### src/rtl/rr_grant_scheduler.sv
// rtl/rr_grant_scheduler.sv - round-robin grant scheduler for 16 requesters
// Circular descending search from a rotating pointer, held grants, hold-time watchdog.
module rr_grant_scheduler #(
  parameter int unsigned MAX_HOLD = 15
) (
  input  logic        clk,
  input  logic        rst_n,
  input  logic [15:0] req,
  input  logic        release_in,
  output logic        gnt_valid,
  output logic [3:0]  gnt_idx,
  output logic [15:0] gnt_onehot,
  output logic        timeout,
  output logic        busy
);

  typedef enum logic [1:0] {IDLE, GRANT, GAP} state_t;

  localparam logic [7:0] MAX_HOLD_W = 8'(MAX_HOLD);

  state_t      state_q, state_d;
  logic [3:0]  ptr_q, ptr_d;
  logic [7:0]  hold_cnt_q, hold_cnt_d;
  logic [3:0]  gnt_idx_q, gnt_idx_d;
  logic        gnt_valid_q, gnt_valid_d;
  logic [15:0] gnt_onehot_q, gnt_onehot_d;
  logic        timeout_q, timeout_d;

  logic [3:0]  win_idx;
  logic        win_found;
  logic        end_normal;
  logic        end_wd;

  always_ff @(posedge clk) begin
    if (!rst_n) begin
      state_q      <= IDLE;
      ptr_q        <= 4'd15;
      hold_cnt_q   <= 8'd0;
      gnt_idx_q    <= 4'd0;
      gnt_valid_q  <= 1'b0;
      gnt_onehot_q <= 16'd0;
      timeout_q    <= 1'b0;
    end else begin
      state_q      <= state_d;
      ptr_q        <= ptr_d;
      hold_cnt_q   <= hold_cnt_d;
      gnt_idx_q    <= gnt_idx_d;
      gnt_valid_q  <= gnt_valid_d;
      gnt_onehot_q <= gnt_onehot_d;
      timeout_q    <= timeout_d;
    end
  end

  // Descending search starting at ptr; 4-bit subtraction provides the wrap 0 -> 15.
  always_comb begin
    win_idx   = 4'd0;
    win_found = 1'b0;
    for (int i = 0; i < 16; i++) begin
      if (!win_found && req[ptr_q - 4'(i)]) begin
        win_idx   = ptr_q - 4'(i);
        win_found = 1'b1;
      end
    end
  end

  assign end_normal = release_in || !req[gnt_idx_q];
  assign end_wd     = (hold_cnt_q == MAX_HOLD_W);

  always_comb begin
    state_d = state_q;
    case (state_q)
      IDLE:    if (win_found) state_d = GRANT;
      GRANT:   if (end_normal || end_wd) state_d = GAP;
      GAP:     state_d = IDLE;
      default: state_d = IDLE;
    endcase
  end

  always_comb begin
    ptr_d        = ptr_q;
    hold_cnt_d   = hold_cnt_q;
    gnt_idx_d    = gnt_idx_q;
    gnt_valid_d  = gnt_valid_q;
    gnt_onehot_d = gnt_onehot_q;
    timeout_d    = 1'b0;
    case (state_q)
      IDLE: begin
        if (win_found) begin
          gnt_idx_d    = win_idx;
          gnt_onehot_d = 16'(1) << win_idx;
          gnt_valid_d  = 1'b1;
          hold_cnt_d   = 8'd1;
          ptr_d        = win_idx - 4'd1;
        end
      end
      GRANT: begin
        if (end_normal || end_wd) begin
          gnt_valid_d  = 1'b0;
          gnt_onehot_d = 16'd0;
          // Release has priority over the watchdog, so no pulse on a normal end.
          timeout_d    = !end_normal;
        end else begin
          hold_cnt_d = hold_cnt_q + 8'd1;
        end
      end
      default: ;
    endcase
  end

  assign gnt_valid  = gnt_valid_q;
  assign gnt_idx    = gnt_idx_q;
  assign gnt_onehot = gnt_onehot_q;
  assign timeout    = timeout_q;
  assign busy       = (state_q != IDLE);

endmodule

### config.mk
export PLATFORM = sky130hd
export DESIGN_NAME = rr_grant_scheduler
export DESIGN_NICKNAME = d
export VERILOG_FILES = /design/src/rtl/rr_grant_scheduler.sv
export SDC_FILE = /design/constraint.sdc
export NUM_CORES = 1
export LEC_CHECK = 0
export CAP_MARGIN = 40
export CORE_ASPECT_RATIO = 1.5
export CORE_MARGIN = 2
export CORE_UTILIZATION = 50
export CTS_CLUSTER_SIZE = 14
export DETAILED_ROUTE_END_ITERATION = 16
export PLACE_DENSITY = 0.67
export RECOVER_POWER = 100
export SLEW_MARGIN = 20
export SYNTH_ARGS = -nofsm -noshare
export SYNTH_HDL_FRONTEND = slang
export SYNTH_SLANG_ARGS = --single-unit
### constraint.sdc
create_clock -name clk -period 4.9 [get_ports clk]
set_input_delay 0.49 -clock clk [delete_from_list [all_inputs] [get_ports clk]]
set_output_delay 0.49 -clock clk [all_outputs]
set_load 0.01 [all_outputs]
After elaboration in Yosys (flattened, before gate mapping):

Index checks and enable logic that the tools add are counted.

* register bits: 36
* bits of input ports: 19
* output and inout bits: 23

* add/sub/neg operators: 17
* magnitude comparators: 17
* equal/unequal tests: 5
* shift operators: 1
* mux-type cells: 78
* reductions and logical operators: 42

Operators with widths (count)
* 4-bit by 5-bit < comparator with 1-bit output (second input constant): 17
* 1-bit binary-select mux with 4-bit select: 17
* 4-bit two-way mux: 16
* 1-bit two-way mux: 35
* 16-bit two-way mux: 2
* 16-bit case mux with 2 select lines: 1
* 4-bit subtractor (second input constant): 8
* 1-bit zero test: 17
* 8-bit two-way mux: 2
* 8-bit case mux with 2 select lines: 1
* 1-bit by 4-bit << shifter with 16-bit output (first input constant): 1
* 4-bit by 3-bit subtractor with 4-bit output (second input constant): 4
* 1-bit logical AND: 15
* 3-bit AND reduction: 3
* 8-bit by 1-bit adder with 8-bit output (second input constant): 1
* 8-bit by 4-bit equality test with 1-bit output (second input constant): 1
* 4-bit by 1-bit subtractor with 4-bit output (second input constant): 2
* 4-bit by 2-bit subtractor with 4-bit output (second input constant): 2
* 2-bit inequality test (second input constant): 3
* 2-bit two-way mux: 2
* 2-bit case mux with 2 select lines: 1
* 2-bit AND reduction: 2
* 2-bit nonzero test: 2
* 2-bit by 1-bit equality test with 1-bit output (second input constant): 1
* 3 further kinds: 4

Logic depth before layout (Yosys ltp):

* word-level depth: 51
* depth in mapped cells: 23
* depth with buffers taken out: 17

Worst setup path after synthesis:

OpenSTA, ideal clock, no wires.

* path type: register to register
* start point: register ptr_q[0]
* end point: register ptr_q[2]
* library setup time: 0.134 ns
* arrival: 4.194 ns
* data required time: 4.766 ns
* setup slack: 0.572 ns
* stages on the path, launching flop included: 22
* clock period less this slack: 4.328 ns
* cells stage by stage: dfxtp_1 > buf_2 > inv_1 > buf_4 > ha_1 > buf_6 > buf_8 > mux2_4 > mux4_2 > mux2i_4 > and4_4 > and4_1 > buf_4 > and2_2 > a21oi_1 > o21ai_1 > inv_2 > ha_1 > nor2_1 > nand3_1 > o31ai_1 > a311oi_1

* word-level cells in the longest chain between the ends: 49
* elaborated cells between the ends (all ways): 111

Ends and longest elaborated chain
* start: declaration: line 22 `logic [3:0] ptr_q, ptr_d;`
* start signal: assignment: line 45 `ptr_q <= ptr_d;`
* parallel branches: the longest is 47 deep, another holds 4-bit by 1-bit subtractor with 4-bit output
* 4-bit two-way mux *: line 59 `if (!win_found && req[ptr_q - 4'(i)]) begin`
* named net win_idx[0]: line 29 `logic [3:0] win_idx;`
* 4-bit by 1-bit subtractor with 4-bit output *: line 93 `ptr_d = win_idx - 4'd1;`

Mark *: on every way through the listed nets, which the timed path passes. The select of a mux whose other input is x is not followed.
A chain may end at the register's enable or synchronous reset.

Worst setup path after layout:

Ends and elaborated chain as after synthesis.

==> metrics <==
CP Launch Type=register; Ys Warns=0; clock slew at reported path FFs=60 ps; largest family of logic cells by synthesized area=multiplexers; per-cell routed wire length=~21 microns; Clock Latency Late Sink=290 ps; worst relative slew slack=between 40% and 50%; global-route wire length before repair=21130 microns; # DRC=0; fin crit period=4479 ps; pwr/cell area=726.0 mW/mm^2; most frequent cells in the layout=nand2_1, nor2_1, mux2i_1; Core Area=0.008362 sq mm; top_reg_cell synth=dfxtp_1; Area contributors post-synth=dfxtp_1, mux4_2, mux2i_1; Std-Cell Rows=41; layout cells sized above 1=15.64%; Nets=549; Starting DRT DRC Count=246; drt pass-1 iters=5; CP cell instances=inv_1, ha_1, mux2_2, mux2i_1, mux4_2, and3_1, nand4_2, o2111ai_1, a21oi_1, o21ai_1, inv_2, ha_1, nor2_1, nand3_1, o31ai_1, a311oi_1; number of I/O port buffers=roughly 40; top cell type's share of synthesized area=16.94%; Critical Path RT=5040 ps; sequential share of the synthesized area=roughly 17%; Power Total=3.553 mW; Mapped Area=approximately 0.0043 sq mm; mux cell area share after synthesis=29.34%; WS Path Type=register to register; GP Congestion=1.037; Peak VDD IR=roughly 0.42 mV; hold crit path type=register to register; ANT nets after route=0; Max-cap violations=0; total grt overflow=0; Fin Setup TNS=0 ps; unique cell type count in the Yosys netlist=77; CP peak stage delay=660 ps; slowest CP cell=ha_1; DP HPWL=about 10000 microns; Global Route Usage Sum=29.61%; Initial Utilization=50.89%; clk sink count=36; post-synthesis adder-cell area fraction=3.822%; Slew @ Worst Pin=790.5 ps; Filler cells=778; post-synthesis simple-gate area fraction=19.79%; syn nets=between 500 and 600; Syn Inst Count=between 400 and 500; Crit Path Max Fanout=14; max frequency=0.2233 GHz; Avg Cell Area, Syn=8.884 sq um; Leakage=1.996 nW; hold_buf cts=0; Max Slew Vio Count=0; final critical-path share of the clock period=91.40%; Setup Buffers After CTS=0; endpoints failing setup=0; Synth area leader=dfxtp_1; Max clock buf depth=2; Root Buffer=clkbuf_16; RSZ-0062 raised after global routing=no; vias in the first global route=between 4k and 5k; commonest non-fill, non-tap cell in the layout=nand2_1; Die Height=117.0 microns; CTS tree=built; Area Overhead vs Synth=15.00%; Worst setup EP type=register; CP Data Arrival Time=around 4600 ps; pin count of the biggest net entering global routing=34; Die X=79.33 microns; most used cell, CP=ha_1; Setup Skew=6.349 ps; clock buffers created by TritonCTS=5; Top-Level Pins=42; Compound-Gate Fraction of Synth Area=20.94%; FFs w/ async S/R, synth=0%; H-Tree Depth=2; total routed wirelength=13130 microns; Die ar.=0.009280 sq mm; Synth Area in XOR/XNOR=3.675%; Vias/cell=6.648; vias after detailed routing=between 4k and 5k; number of synthesized register bits=36; initial antenna violation count=0; EDFF count, synth=0; Fin. Hold Viols=0; post-CTS sizing=0; antenna cell count=0; status=finished clean
[worst paths after layout]
kind | start | end | cells after the start | slack, ps
setup / recovery | ptr_q[0] | ptr_q[2] | 16 | 420
hold / removal | gnt_onehot[11] | gnt_onehot[11] | 2 | 450
setup reg to reg | ptr_q[0] | ptr_q[2] | 16 | 420
hold reg to reg | gnt_onehot[11] | gnt_onehot[11] | 2 | 450
[routing by layer]
layer | up-vias | GRT usage (%) | wire length [microns]
met5 | - | 0 | 0
met4 | 0 | 20.92 | 957
met3 | 60 | 2.684 | 847
met2 | 210 | 53.39 | 6704
met1 | 1989 | 32.48 | 4621
li1 | 1896 | - | -
[logic make-up (layout without fill, tap and decap cells)]
kind of cell	count (synthesis)	count (layout)
AOI/OAI and AO/OA	124	124
xor gates and xnor gates	17	17
adders and majority gates	13	13
buffers and inverters	39	78
DFF	36	36
muxes	84	84
and+or+nand+nor	166	166
[final cells by class]
type                    instances  area, sq um  share of cell area [%]
clock buffers                   5        125.1                   2.557
inverters                      10        37.54                  0.7671
multi-input cells             404         3288                   67.20
well taps                     107        133.9                   2.736
clock inverters                 3        42.54                  0.8693
repair buffers                 60        545.5                   11.15
flip-flops and latches         36        720.7                   14.73
[worst max-delay path: cells and delay by family, from the launching register on]
kind            cells  cell delay, ps
compound gates      5             940
mux                 3            1300
simple gates        4             700
buf+inv             2             170
flops               1             330
fa+ha+maj           2             880
[where the power goes]
part | switching [mW] | internal, mW | leakage, nW
Combinational | 1.64 | 1.15 | 1.62
Sequential | 0.0534 | 0.352 | 0.294
Clock | 0.125 | 0.239 | 0.0798
Total | 1.81 | 1.74 | 2.00
[synth_stat cells, drive strengths merged, types with 7 or more instances]
cell type,number
mux4,28
mux2,17
a22oi,7
dfxtp,36
a21oi,17
a211oi,7
and3,8
nand2,49
inv,9
nand3,18
nor3,7
buf,23
xnor2,9
nor2,39
nor2b,13
o21ai,31
xor2,8
nand2b,7
and2,7
ha,13
mux2i,39
[through the flow]
| step | cell area [sq um] | instances | setup slack, ps | util, % | hold WS [ps] |
|---|---|---|---|---|---|
| finish | 4893 | 625 | 421.2 | 58.52 | 445.3 |
| global route | 4893 | 625 | 52.99 | 58.52 | 468.0 |
| global placement | 4746 | 617 | 549.5 | 56.76 | 434.5 |
| floorplan | 4255 | 479 | 571.5 | - | 448.7 |
| CTS | 4913 | 625 | 489.5 | 58.76 | 452.2 |
| detailed placement | 4746 | 617 | 456.5 | 56.76 | 442.9 |
[sequential cells by signal, summed over array words and instances, names as in the netlist]
signal      flops
timeout         1
gnt_onehot     16
gnt_valid       1
hold_cnt_q      8
ptr_q           4
state_q         2
gnt_idx         4
(Power assumes the default switching activity.)
